$ cat src/rtl/fg_dac_interface.sv
// Write sequencer for an external 8-bit parallel DAC: setup / WR-low / hold timing plus power-down and clear handling.
// Optional one-entry pending buffer for samples arriving while busy: define FG_DAC_PENDING_BUFFER_EN.
module fg_dac_interface #(
  parameter int BITWIDTH     = 8,
  parameter int SETUP_CYCLES = 1,
  parameter int WR_CYCLES    = 2,
  parameter int HOLD_CYCLES  = 1,
  parameter int WAKE_CYCLES  = 4
) (
  input  logic                clk_i,
  input  logic                rst_i,
  input  logic                enable_i,
  input  logic [BITWIDTH-1:0] sample_i,
  input  logic                sample_valid_i,
  input  logic                overrun_clr_i,
  output logic [BITWIDTH-1:0] dac_data_o,
  output logic                dac_wr_n_o,
  output logic                dac_pd_n_o,
  output logic                dac_clr_n_o,
  output logic                busy_o,
  output logic                overrun_o
);

  localparam logic [2:0] ST_OFF    = 3'd0;
  localparam logic [2:0] ST_WAKE   = 3'd1;
  localparam logic [2:0] ST_IDLE   = 3'd2;
  localparam logic [2:0] ST_SETUP  = 3'd3;
  localparam logic [2:0] ST_STROBE = 3'd4;
  localparam logic [2:0] ST_HOLD   = 3'd5;

  // Counter is loaded with N-1 on state entry so each state lasts exactly N cycles.
  localparam logic [7:0] SETUP_LD = 8'(SETUP_CYCLES - 1);
  localparam logic [7:0] WR_LD    = 8'(WR_CYCLES - 1);
  localparam logic [7:0] HOLD_LD  = 8'(HOLD_CYCLES - 1);
  localparam logic [7:0] WAKE_LD  = 8'(WAKE_CYCLES - 1);

  logic [2:0]          state_q, state_d;
  logic [7:0]          cnt_q, cnt_d;
  logic [BITWIDTH-1:0] data_q, data_d;
  logic                wr_n_q, wr_n_d;
  logic                pd_n_q, pd_n_d;
  logic                clr_n_q;
  logic                overrun_q, overrun_d;
  logic                busy;
  logic                cnt_done;
  logic                lost;

`ifdef FG_DAC_PENDING_BUFFER_EN
  logic                pend_valid_q, pend_valid_d;
  logic [BITWIDTH-1:0] pend_data_q, pend_data_d;
`endif

  assign busy     = (state_q == ST_WAKE) || (state_q == ST_SETUP) ||
                    (state_q == ST_STROBE) || (state_q == ST_HOLD);
  assign cnt_done = (cnt_q == 8'd0);

  always_comb begin
    state_d = state_q;
    cnt_d   = cnt_done ? cnt_q : cnt_q - 8'd1;
    data_d  = data_q;
    lost    = 1'b0;
`ifdef FG_DAC_PENDING_BUFFER_EN
    pend_valid_d = pend_valid_q;
    pend_data_d  = pend_data_q;
    if (busy && sample_valid_i) begin
      pend_valid_d = 1'b1;
      pend_data_d  = sample_i;
      lost         = pend_valid_q;
    end
`else
    if (busy && sample_valid_i) begin
      lost = 1'b1;
    end
`endif

    case (state_q)
      ST_OFF: begin
        if (enable_i) begin
          state_d = ST_WAKE;
          cnt_d   = WAKE_LD;
        end
      end
      ST_WAKE: begin
        if (!enable_i) begin
          state_d = ST_OFF;
`ifdef FG_DAC_PENDING_BUFFER_EN
          pend_valid_d = 1'b0;
`endif
        end else if (cnt_done) begin
          state_d = ST_IDLE;
        end
      end
      ST_IDLE: begin
        if (!enable_i) begin
          state_d = ST_OFF;
`ifdef FG_DAC_PENDING_BUFFER_EN
          pend_valid_d = 1'b0;
        end else if (pend_valid_q) begin
          // A sample captured during WAKE goes first; a same-cycle arrival queues behind it.
          data_d       = pend_data_q;
          state_d      = ST_SETUP;
          cnt_d        = SETUP_LD;
          pend_valid_d = sample_valid_i;
          pend_data_d  = sample_i;
`endif
        end else if (sample_valid_i) begin
          data_d  = sample_i;
          state_d = ST_SETUP;
          cnt_d   = SETUP_LD;
        end
      end
      ST_SETUP: begin
        if (cnt_done) begin
          state_d = ST_STROBE;
          cnt_d   = WR_LD;
        end
      end
      ST_STROBE: begin
        if (cnt_done) begin
          state_d = ST_HOLD;
          cnt_d   = HOLD_LD;
        end
      end
      ST_HOLD: begin
        if (cnt_done) begin
`ifdef FG_DAC_PENDING_BUFFER_EN
          if (enable_i && pend_valid_d) begin
            data_d       = pend_data_d;
            pend_valid_d = 1'b0;
            state_d      = ST_SETUP;
            cnt_d        = SETUP_LD;
          end else if (!enable_i) begin
            pend_valid_d = 1'b0;
            state_d      = ST_OFF;
          end else begin
            state_d = ST_IDLE;
          end
`else
          state_d = enable_i ? ST_IDLE : ST_OFF;
`endif
        end
      end
      default: begin
        state_d = ST_OFF;
      end
    endcase

    wr_n_d    = (state_d != ST_STROBE);
    pd_n_d    = (state_d != ST_OFF);
    overrun_d = lost | (overrun_q & ~overrun_clr_i);
  end

  always_ff @(posedge clk_i) begin
    if (rst_i) begin
      state_q   <= ST_OFF;
      cnt_q     <= 8'd0;
      data_q    <= '0;
      wr_n_q    <= 1'b1;
      pd_n_q    <= 1'b0;
      clr_n_q   <= 1'b0;
      overrun_q <= 1'b0;
`ifdef FG_DAC_PENDING_BUFFER_EN
      pend_valid_q <= 1'b0;
      pend_data_q  <= '0;
`endif
    end else begin
      state_q   <= state_d;
      cnt_q     <= cnt_d;
      data_q    <= data_d;
      wr_n_q    <= wr_n_d;
      pd_n_q    <= pd_n_d;
      clr_n_q   <= 1'b1;
      overrun_q <= overrun_d;
`ifdef FG_DAC_PENDING_BUFFER_EN
      pend_valid_q <= pend_valid_d;
      pend_data_q  <= pend_data_d;
`endif
    end
  end

  assign dac_data_o  = data_q;
  assign dac_wr_n_o  = wr_n_q;
  assign dac_pd_n_o  = pd_n_q;
  assign dac_clr_n_o = clr_n_q;
  assign busy_o      = busy;
  assign overrun_o   = overrun_q;

endmodule

$ cat config.mk
export PLATFORM = sky130hd
export DESIGN_NAME = fg_dac_interface
export DESIGN_NICKNAME = d
export VERILOG_FILES = /design/src/rtl/fg_dac_interface.sv
export SDC_FILE = /design/constraint.sdc
export NUM_CORES = 1
export LEC_CHECK = 0
export CAP_MARGIN = 20
export CORE_ASPECT_RATIO = 2
export CORE_MARGIN = 3
export CORE_UTILIZATION = 25
export CTS_BUF_LIST = sky130_fd_sc_hd__clkbuf_4
export CTS_CLUSTER_SIZE = 16
export DETAILED_ROUTE_END_ITERATION = 16
export GPL_TIMING_DRIVEN = 0
export SKIP_CTS_REPAIR_TIMING = 1
export SYNTH_ARGS = -nofsm -noshare
export SYNTH_HDL_FRONTEND = slang
export SYNTH_SLANG_ARGS = --single-unit
$ cat constraint.sdc
create_clock -name clk_i -period 2.86 [get_ports clk_i]
set_input_delay 0.572 -clock clk_i [delete_from_list [all_inputs] [get_ports clk_i]]
set_output_delay 0.572 -clock clk_i [all_outputs]
set_load 0.03 [all_outputs]
==> flow_summary.json <==
{
  "tritoncts": "built",
  "crit_type": "flop to output pin",
  "cts_buffers": 3,
  "r2r-end": "cnt_q[0]",
  "critPathCaptureType": "output pin",
  "timing.slew.headroom_pct": 55.90,
  "synthesis.area_per_instance_um2": 9.336,
  "synth_seq_cells": 23,
  "worstSetupStartpointType": "flop",
  "finalHoldViolations": 0,
  "r2r_slack_ns": 0.78,
  "timing.critical_path.slowest_stage_cell": "sky130_fd_sc_hd__clkdlybuf4s50_1",
  "worst_slew_pin_slew_ns": 0.6601,
  "power.leakage_uw": 0.0005970,
  "clock_sinks": 23,
  "cts.htree.levels": 1,
  "layout.cell_area.non_filler_um2": 1428,
  "route.detailed.wl_per_inst_um": 13.43,
  "synthCells": 117,
  "core.rowCount": 33,
  "number_of_stages_on_the_worst_setup_path": 4,
  "finish.net_count": 162,
  "design.portCount": 26,
  "io_buffers": 24,
  "worst_ep_arrival_time_ns": 1.91,
  "routed_wirelength_um": 2646,
  "cpLargestDelayFamily": "buffers and inverters",
  "grt_max_degree": 13,
  "synth-seq-area-share_pct": 42.15,
  "grt_use_total_pct": 10.95,
  "startpoint": "state_q[0]",
  "clkSlewWorstSetupHoldPaths_ns": 0.13,
  "via_per_inst": 4.807,
  "status": "finished, final reports clean",
  "first_global_vias": 1044,
  "synth_cell_types": 38,
  "setup_viol": 0,
  "critical_path.reg2reg.startpoint": "cnt_q[0]",
  "p_total_uw": 1087,
  "worst-path-max-fanout": 10,
  "route.vias.total": 947,
  "syn_nets": 133,
  "fin_crit_ns": 2.482,
  "worst_hold_slack_ns": 0.5127,
  "final_period_utilization_pct": 86.79,
  "dr.first_iter.drc_count": 24,
  "path_type_of_the_worst_min_delay_path": "flop to flop",
  "die_footprint_um2": 5247,
  "clock_skew_ns": 0.005270,
  "floorplan.die.width_um": 52.74,
  "worst_path_largest_cell_delay_ns": 0.71,
  "synthFlopType": "sky130_fd_sc_hd__dfxtp_1",
  "gp_congestion": 0.7331,
  "chipHeight_um": 99.48,
  "hp-start": "dac_data_o[2]",
  "cts-root-to-sink-buffers": 2,
  "fmax_mhz": 402.9,
  "antenna_left": 0,
  "drt-pass1-iter-count": 6,
  "timing.critical_path.required_ns": 2.29,
  "final_max_slew_viol_count": 0,
  "post_synth_instance_area_um2": 1092,
  "power.ir.vdd_worst_mv": 0.3450,
  "detail_route.drc_violations": 0,
  "post_dp_cell_area_um2": 1398,
  "antenna_found_initial": 0,
  "p_per_area_nw_per_um2": 761.3,
  "synth-async-reset-ratio_pct": 0,
  "synth_area_leader_cell": "sky130_fd_sc_hd__dfxtp_1",
  "core_region_area_um2": 4170,
  "num_antenna_cells": 0,
  "final.fill_count": 439,
  "yosys-top-cells-area": "sky130_fd_sc_hd__dfxtp_1, sky130_fd_sc_hd__mux2i_1, sky130_fd_sc_hd__nor2_1",
  "netlist.area_leader.share_pct": 42.15,
  "timing.setup.tns_ns": 0,
  "rsz0062_at_grt": "no",
  "area_growth_syn_to_layout_pct": 30.70,
  "fin_util_pct": 34.23,
  "worstSkewPairLatency_ns": 0.31,
  "synth_edf_count": 0,
  "initial_utilization_pct": 26.19,
  "layout-drive-gt1-share_pct": 8.966,
  "cp_cell_sequence": "buf_2 > inv_1 > mux2i_1 > clkdlybuf4s50_1",
  "globalRouteOverflowTotal": 0,
  "yosys_warnings": 0,
  "critical_path_buf_inv_count": 3,
  "wire_length_of_the_first_global_routing_pass_um": 4464,
  "detailed_place_hpwl_um": 2133,
  "whs_path_depth": 2,
  "clk_root_buffer_cell": "sky130_fd_sc_hd__clkbuf_4",
  "depth_of_the_worst_register_to_register_path": 9,
  "maxCapViolCount": 0,
  "min_to": "dac_data_o[2]"
}
## cell families (layout without fill, tap and decap cells)
logic type,after synthesis,in the layout,share of synthesized area [%]
flip-flops,23,23,42.15
AND/OR/NAND/NOR,43,43,23.48
adder cells (fa/ha/maj),3,3,3.437
buffers and inverters,11,39,4.009
AO/OA/AOI/OAI,23,23,14.55
multiplexers,10,10,9.164
XOR/XNOR,4,4,3.207
## tightest hold or removal path: cells and delay by family (launching register included)
kind          cells  cell delay (ns)
flops             1             0.35
mux               1             0.07
simple gates      1             0.07
## state kept, by name (all words and copies together) (netlist names)
register     flops
state_q          3
dac_data_o       8
dac_wr_n_o       1
overrun_o        1
cnt_q            8
dac_pd_n_o       1
dac_clr_n_o      1
## how the worst max path moves through the flow
stage / slack, ns / to
after detailed placement: 0.74 / busy_o
after global routing: 0.23 / busy_o
final: 0.38 / busy_o
after CTS: 0.37 / busy_o
after global placement: 0.74 / busy_o
after floorplan: 1.04 / cnt_q[0]
## per-layer routing
metal,global-route usage [%],part of all wire [%],vias up
li1,-,-,464
met5,0,0,-
met2,21.55,58,36
met3,2.099,6.0,2
met4,3.937,0.72,0
met1,10.37,35,445
## cells in the final DEF (no fill, tap or decap), drive strengths merged, types with 2 or more instances in the layout
cell | synthesis | routed
nand3 | 3 | 3
xnor2 | 4 | 4
a21o | 3 | 3
nor2 | 17 | 17
a211oi | 2 | 2
nand2b | 2 | 2
nand2 | 8 | 8
o31ai | 2 | 2
buf | 2 | 2
clkbuf | 3 | 7
or4b | 2 | 2
clkdlybuf4s50 | 0 | 24
mux2i | 10 | 10
a21oi | 7 | 7
ha | 3 | 3
inv | 6 | 6
dfxtp | 23 | 23
## area by class of cell
class,instances,area [µm²],share of cell area (%)
buffer,5,21.27,1.490
clock buffer,4,30.03,2.103
inverter,6,22.52,1.578
multi-input combinational,83,588.1,41.19
sequential,23,460.4,32.25
tap,52,65.06,4.557
timing repair buffer,24,240.2,16.83
## where the power goes
| group | total (µW) | leakage [µW] | internal, µW | switching (µW) |
|---|---|---|---|---|
| registers | 445 | 0.000188 | 377 | 67.9 |
| logic | 482 | 0.000391 | 225 | 257 |
| clock network | 159 | 0.0000184 | 63.9 | 95.4 |
| total | 1090 | 0.000597 | 666 | 421 |
## cell usage after synthesis, types with 2 or more instances
| cell type | count |
|---|---|
| sky130_fd_sc_hd__nand2_1 | 8 |
| sky130_fd_sc_hd__nand2b_1 | 2 |
| sky130_fd_sc_hd__a21oi_1 | 7 |
| sky130_fd_sc_hd__clkbuf_1 | 3 |
| sky130_fd_sc_hd__inv_1 | 6 |
| sky130_fd_sc_hd__a21o_1 | 3 |
| sky130_fd_sc_hd__nand3_1 | 2 |
| sky130_fd_sc_hd__dfxtp_1 | 23 |
| sky130_fd_sc_hd__o31ai_1 | 2 |
| sky130_fd_sc_hd__xnor2_1 | 4 |
| sky130_fd_sc_hd__nor2_1 | 16 |
| sky130_fd_sc_hd__ha_1 | 3 |
| sky130_fd_sc_hd__or4b_1 | 2 |
| sky130_fd_sc_hd__buf_2 | 2 |
| sky130_fd_sc_hd__a211oi_1 | 2 |
| sky130_fd_sc_hd__mux2i_1 | 10 |
## through the flow
step	setup WS [ns]	instances
after floorplan	1.038	117
after global placement	0.7366	193
after detailed placement	0.7427	193
after CTS	0.3684	197
after global routing	0.2334	197
final	0.3777	197
Note: power is estimated with default switching activity, not from simulation.
